<file path="config.mk">
export PLATFORM = sky130hd
export DESIGN_NAME = encrypt_key_scheduler
export DESIGN_NICKNAME = d
export VERILOG_FILES = /design/src/rtl/encrypt_key_scheduler.sv
export SDC_FILE = /design/constraint.sdc
export NUM_CORES = 1
export LEC_CHECK = 0
export ABC_CLOCK_PERIOD_IN_PS = 3700
export CAP_MARGIN = 20
export CORE_MARGIN = 1
export CORE_UTILIZATION = 35
export CTS_BUF_LIST = sky130_fd_sc_hd__clkbuf_2
export DETAILED_ROUTE_END_ITERATION = 12
export HOLD_SLACK_MARGIN = 0.03
export PLACE_DENSITY = 0.69
export SKIP_LAST_GASP = 1
export SYNTH_ARGS = -nofsm -noshare
export SYNTH_HDL_FRONTEND = slang
export SYNTH_SLANG_ARGS = --single-unit
</file>
<file path="constraint.sdc">
create_clock -name clk -period 3.7 [get_ports clk]
set_clock_uncertainty 0.1 [all_clocks]
set_input_delay 1.11 -clock clk [delete_from_list [all_inputs] [get_ports clk]]
set_output_delay 1.11 -clock clk [all_outputs]
set_load 0.005 [all_outputs]
</file>
<file path="src/rtl/encrypt_key_scheduler.sv">
// Front-end controller for the encrypt pipeline: key set, valid/ready character
// intake, one registered stage per character and periodic key rotation.
module encrypt_key_scheduler #(
  parameter int CNT_W  = 16,
  parameter bit ROT_EN = 1'b1
) (
  input  logic             clk,
  input  logic             rst,
  input  logic             cfg_load,
  input  logic [7:0]       cfg_k1,
  input  logic [7:0]       cfg_k2,
  input  logic [7:0]       cfg_k3,
  input  logic [2:0]       cfg_rot_freq,
  input  logic             cfg_mode,
  input  logic             in_valid,
  input  logic [7:0]       in_data,
  output logic             in_ready,
  output logic             en,
  output logic [7:0]       din,
  output logic [7:0]       k1,
  output logic [7:0]       k2,
  output logic [7:0]       k3,
  output logic [2:0]       rot_freq,
  output logic             mode,
  output logic             shift_en,
  output logic [3:0]       shift_amt,
  output logic             busy,
  output logic [CNT_W-1:0] proc_cnt
);

  localparam logic [1:0] IDLE   = 2'd0;
  localparam logic [1:0] LOAD   = 2'd1;
  localparam logic [1:0] RUN    = 2'd2;
  localparam logic [1:0] ROTATE = 2'd3;

  logic [1:0]       state_q, state_d;
  logic [7:0]       key1_q, key1_d;
  logic [7:0]       key2_q, key2_d;
  logic [7:0]       key3_q, key3_d;
  logic [2:0]       rot_cnt_q, rot_cnt_d;
  logic [2:0]       rot_freq_q, rot_freq_d;
  logic             mode_q, mode_d;
  logic [CNT_W-1:0] proc_cnt_q, proc_cnt_d;
  logic             en_q, en_d;
  logic [7:0]       din_q, din_d;
  logic [7:0]       k1_q, k1_d;
  logic [7:0]       k2_q, k2_d;
  logic [7:0]       k3_q, k3_d;
  logic             shift_en_q, shift_en_d;
  logic [3:0]       shift_amt_q, shift_amt_d;
  logic             accept;

  assign in_ready  = (state_q == RUN) & ~cfg_load;
  assign accept    = in_valid & in_ready;
  assign busy      = (state_q != IDLE);
  assign en        = en_q;
  assign din       = din_q;
  assign k1        = k1_q;
  assign k2        = k2_q;
  assign k3        = k3_q;
  assign rot_freq  = rot_freq_q;
  assign mode      = mode_q;
  assign shift_en  = shift_en_q;
  assign shift_amt = shift_amt_q;
  assign proc_cnt  = proc_cnt_q;

  always_comb begin
    state_d     = state_q;
    key1_d      = key1_q;
    key2_d      = key2_q;
    key3_d      = key3_q;
    rot_cnt_d   = rot_cnt_q;
    rot_freq_d  = rot_freq_q;
    mode_d      = mode_q;
    proc_cnt_d  = proc_cnt_q;
    en_d        = 1'b0;
    din_d       = din_q;
    k1_d        = k1_q;
    k2_d        = k2_q;
    k3_d        = k3_q;
    shift_en_d  = shift_en_q;
    shift_amt_d = shift_amt_q;
    if (cfg_load) begin
      state_d    = LOAD;
      key1_d     = cfg_k1;
      key2_d     = cfg_k2;
      key3_d     = cfg_k3;
      rot_freq_d = cfg_rot_freq;
      mode_d     = cfg_mode;
      rot_cnt_d  = 3'd0;
      proc_cnt_d = '0;
    end else begin
      case (state_q)
        LOAD: state_d = RUN;
        RUN: begin
          if (accept) begin
            en_d        = 1'b1;
            din_d       = in_data;
            k1_d        = key1_q;
            k2_d        = key2_q;
            k3_d        = key3_q;
            shift_amt_d = key1_q[3:0];
            shift_en_d  = (key1_q[3:0] != 4'd0);
            if (!(&proc_cnt_q))
              proc_cnt_d = proc_cnt_q + 1'b1;
            if (rot_cnt_q == rot_freq_q) begin
              rot_cnt_d = 3'd0;
              if (ROT_EN)
                state_d = ROTATE;
            end else begin
              rot_cnt_d = rot_cnt_q + 3'd1;
            end
          end
        end
        ROTATE: begin
          // k3 receives the old k1 rotated left by one
          key1_d  = key2_q;
          key2_d  = key3_q;
          key3_d  = {key1_q[6:0], key1_q[7]};
          state_d = RUN;
        end
        default: state_d = IDLE;
      endcase
    end
  end

  always_ff @(posedge clk or negedge rst) begin
    if (!rst) begin
      state_q     <= IDLE;
      key1_q      <= '0;
      key2_q      <= '0;
      key3_q      <= '0;
      rot_cnt_q   <= '0;
      rot_freq_q  <= '0;
      mode_q      <= 1'b0;
      proc_cnt_q  <= '0;
      en_q        <= 1'b0;
      din_q       <= '0;
      k1_q        <= '0;
      k2_q        <= '0;
      k3_q        <= '0;
      shift_en_q  <= 1'b0;
      shift_amt_q <= '0;
    end else begin
      state_q     <= state_d;
      key1_q      <= key1_d;
      key2_q      <= key2_d;
      key3_q      <= key3_d;
      rot_cnt_q   <= rot_cnt_d;
      rot_freq_q  <= rot_freq_d;
      mode_q      <= mode_d;
      proc_cnt_q  <= proc_cnt_d;
      en_q        <= en_d;
      din_q       <= din_d;
      k1_q        <= k1_d;
      k2_q        <= k2_d;
      k3_q        <= k3_d;
      shift_en_q  <= shift_en_d;
      shift_amt_q <= shift_amt_d;
    end
  end

endmodule
</file>
# Yosys cells after proc, flatten, opt, wreduce, memory -nomap -nowiden
# Cells that the tools add are included.
# W data, S select, Z words.
# op_classes
add_sub_neg,2
n_eq_ne,7
mux,21
bitwise_logic,3
reduce_logical,11
# ops
operator,n
$mux W16,4
$mux W8,6
$add A16 B1 Y16 const B,1
$reduce_and A16 Y1,1
$mux W3,4
$reduce_bool A2 Y1,4
$mux W2,3
$reduce_and A3 Y1,2
$eq A2 B2 Y1 const B,2
$pmux W2 S2,1
$reduce_and A2 Y1,2
$reduce_bool A4 Y1,1
$add A3 B1 Y3 const B,1
$eq A3 B3 Y1,1
$mux W1,3
$ne A3 B2 Y1 const B,1
$ne A3 B3 Y1 const B,1
$and A1 B1 Y1,2
$eq A2 B1 Y1 const B,1
$ne A2 B2 Y1 const B,1
$reduce_or A2 Y1,1
$not A1 Y1,1
# totals
register_bits,87
in_bits,40
word_cells,59

# Logic depth before layout (Yosys ltp)
# depth
word_depth,6
ltp_mapped,6

# Worst setup path after synthesis
# No wires, ideal clock.
# synth_path
kind,input port to output port
start,input port cfg_load
end,output port in_ready
arrival_ns,1.767
required_ns,2.490
slack_ns,0.723
cell_stages,3
path_cell_list,clkbuf_1 > clkbuf_1 > nor3b_1
# synth_via
elab_chain_len,2
# synth_lines
element,line,source
from (decl),9,"input logic cfg_load,"
$not A1 Y1 (no line),--,
$and A1 B1 Y1,53,assign in_ready = (state_q == RUN) & ~cfg_load;
to (decl),17,"output logic in_ready,"
# No other way between the ends.

# Final worst setup path
# Same ends and word-level chain as after synthesis.

==> flow_summary.ini <==
[global_routing]
grtUsageTotal = 0.155
grt_max_degree = 84
grt_first_pass_wirelength_mm = 13.5
grt_antenna_before_repair = 0
overflow = 0
first_global_vias = 2748

[final_layout]
final_util = 0.489
nFillCells = 946
n_antenna_cell = 0
syn2layout_area_growth_pct = 33.3
stdcell_count = 536
fin_nets = 440
drive_gt1_frac = 0.159

[timing]
setup_violations = 0
fmaxAchievable_mhz = 315
whs_ps = 379
setup_ws_ps = 529
drv_slew = 0
finalSetupTns_ps = 0
finalHoldViolations = 0
slew_headroom = 0.682
min_period_over_period = 0.857
finalCriticalPeriod_ps = 3170
rsz0062_at_grt = no
tightest_slew_ps = 477

[synthesis]
seq_area_frac_synth = 0.572
synthArstFlopShare = 1.00
yosysMostFrequentCell = dfrtp_1
avgSynthCellArea_um2 = 12.0
synth-seq-cells = 83
netlist_instances = 302
synthTopCellsByCount = 83 x dfrtp_1, 38 x o21ai_0, 36 x mux2_2, 32 x nand2_1, 25 x mux2i_1
synth_cell_types = 39
synth_top_area_frac = 0.572
synth_fp_nets = 344
synth-edff-count = 0
syn_area_mm2 = 0.00363
synthTopCellsByArea = dfrtp_1 57%, mux2_2 11%, mux2i_1 6.9%
synth_top_area_cell = dfrtp_1
ys_warn_count = 0
synthFlopType = dfrtp_1

[clock_network]
root_buffer = clkbuf_2
cts_max_level = 3
cts_resized = 0
postCtsHoldBufs = 0
cts_tree = built
clkSinkCount = 83
clkLatencyLatePin_ps = 520
cts_buffer_depth = 2
clkTransAtPathRegs_ps = 270
cts_setup_buffers = 0
cts_buffers = 9

[floorplan]
start_util = 0.366
die_h_um = 104
core_area_mm2 = 0.00991
die_area_mm2 = 0.0108
rows = 36
io_pins = 100
die_w_um = 104

[critical_path]
critPathMaxStageDelay_ps = 540
cpLargestDelayFamily = buffers and inverters
cp_slowest_cell = clkdlybuf4s50_1
critPathArrivalTime_ps = 1960
r2r_end = proc_cnt[1]$_DFFE_PN0P_
r2r_slack_ps = 1680
r2r_cells = 5
crit_type = input pin to output pin
r2r_start = proc_cnt[7]$_DFFE_PN0P_
cp_num_buf_inv = 2
critical_path.cell_chain = buf_2 -> nor3b_1 -> clkdlybuf4s50_1
end_kind = output pin
cp.required_ps = 2490
crit_path_start_kind = input pin
cp_max_fo = 2

[drt]
num_vias = 2613
wl_per_cell_um = 14.5
via_per_inst = 4.88
postRouteAntennaNets = 0
firstDrtPassIters = 4
drc = 0
wl_mm = 7.77
drt_iter0_markers = 73

[status]
status = completed

[placed_design]
dpl_worst_slack_ps = 538
dp_hpwl_mm = 5.26
gp_congestion = 0.724
placedCellCount = 519
port_buffers = 99

[min_path]
hold_path.class = input pin to async pin

[power]
peakVddDrop_mv = 0.212
power_density_mw_per_mm2 = 425
p_leak_nw = 2.12

[run]
maxCapViolCount = 0
==> through the flow <==
| step | total power (W) | instance area (um^2) |
|---|---|---|
| after floorplan | 0.00132 | 3630 |
| after global placement | 0.00163 | 4710 |
| after detailed placement | 0.00164 | 4710 |
| after CTS | 0.00210 | 4810 |
| after global routing | 0.00219 | 4840 |
| final | 0.00206 | 4840 |
==> sequential cells by signal, indices dropped and copies added, names as in the netlist, 2 cells and up <==
signal,count
key3_q,8
state_q,2
proc_cnt,16
rot_cnt_q,3
key1_q,8
key2_q,8
din,8
k1,8
k3,8
rot_freq,3
k2,8
==> report_power, final <==
part	internal (W)	switching, W	leakage (nW)
registers	0.00104	0.0000838	1.05
logic	0.000342	0.000154	1.01
clock network	0.0000996	0.000339	0.0612
==> cells by family (layout without fill, tap and decap cells) <==
kind of cell / after synthesis / in the layout / synth area share
fa+ha+maj: 2 / 2 / 0.00689
simple gates: 68 / 68 / 0.0944
mux: 61 / 61 / 0.181
flops: 83 / 83 / 0.572
buf+inv: 23 / 124 / 0.0341
xor+xnor: 18 / 18 / 0.0434
compound gates: 47 / 47 / 0.0686
==> cell usage in the layout (no fill, tap or decap), types with 2 or more instances in the layout <==
cell	count
clkdlybuf4s50_1	97
dfrtp_1	83
o21ai_0	38
mux2_2	36
nand2_1	32
mux2i_1	25
xnor2_1	12
nor2_1	9
clkbuf_2	9
nand3_1	7
xor2_1	6
buf_4	6
inv_1	3
nand4_1	3
inv_6	3
and2_1	2
a21oi_1	2
nor2b_1	2
ha_1	2
clkinvlp_4	2
==> how the worst max path moves through the flow <==
stage             start        to  slack, ps  cells past startpoint
5_1_grt        cfg_load  in_ready        480                      3
3_5_place_dp   cfg_load  in_ready        540                      3
2_1_floorplan  cfg_load  in_ready        720                      3
3_3_place_gp   cfg_load  in_ready        460                      3
6_report       cfg_load  in_ready        530                      3
4_1_cts        cfg_load  in_ready        520                      3
==> cell type report <==
class,instances,area (um^2),area share
clock buffers,9,45.0,0.00930
clock inverters,7,57.6,0.0119
inverters,3,11.3,0.00233
multi-input cells,196,1440,0.296
flip-flops and latches,83,2080,0.429
well taps,133,166,0.0344
repair buffers,105,1050,0.217
==> routing by layer <==
layer / global-route usage / vias to the layer above / wire length (um)
met5: 0 / - / 0
met4: 0.0612 / 0 / 95
met3: 0.0432 / 9 / 423
met2: 0.245 / 66 / 3800
met1: 0.203 / 1299 / 3460
li1: - / 1239 / -
No activity file was read; power rests on OpenSTA's default activity.
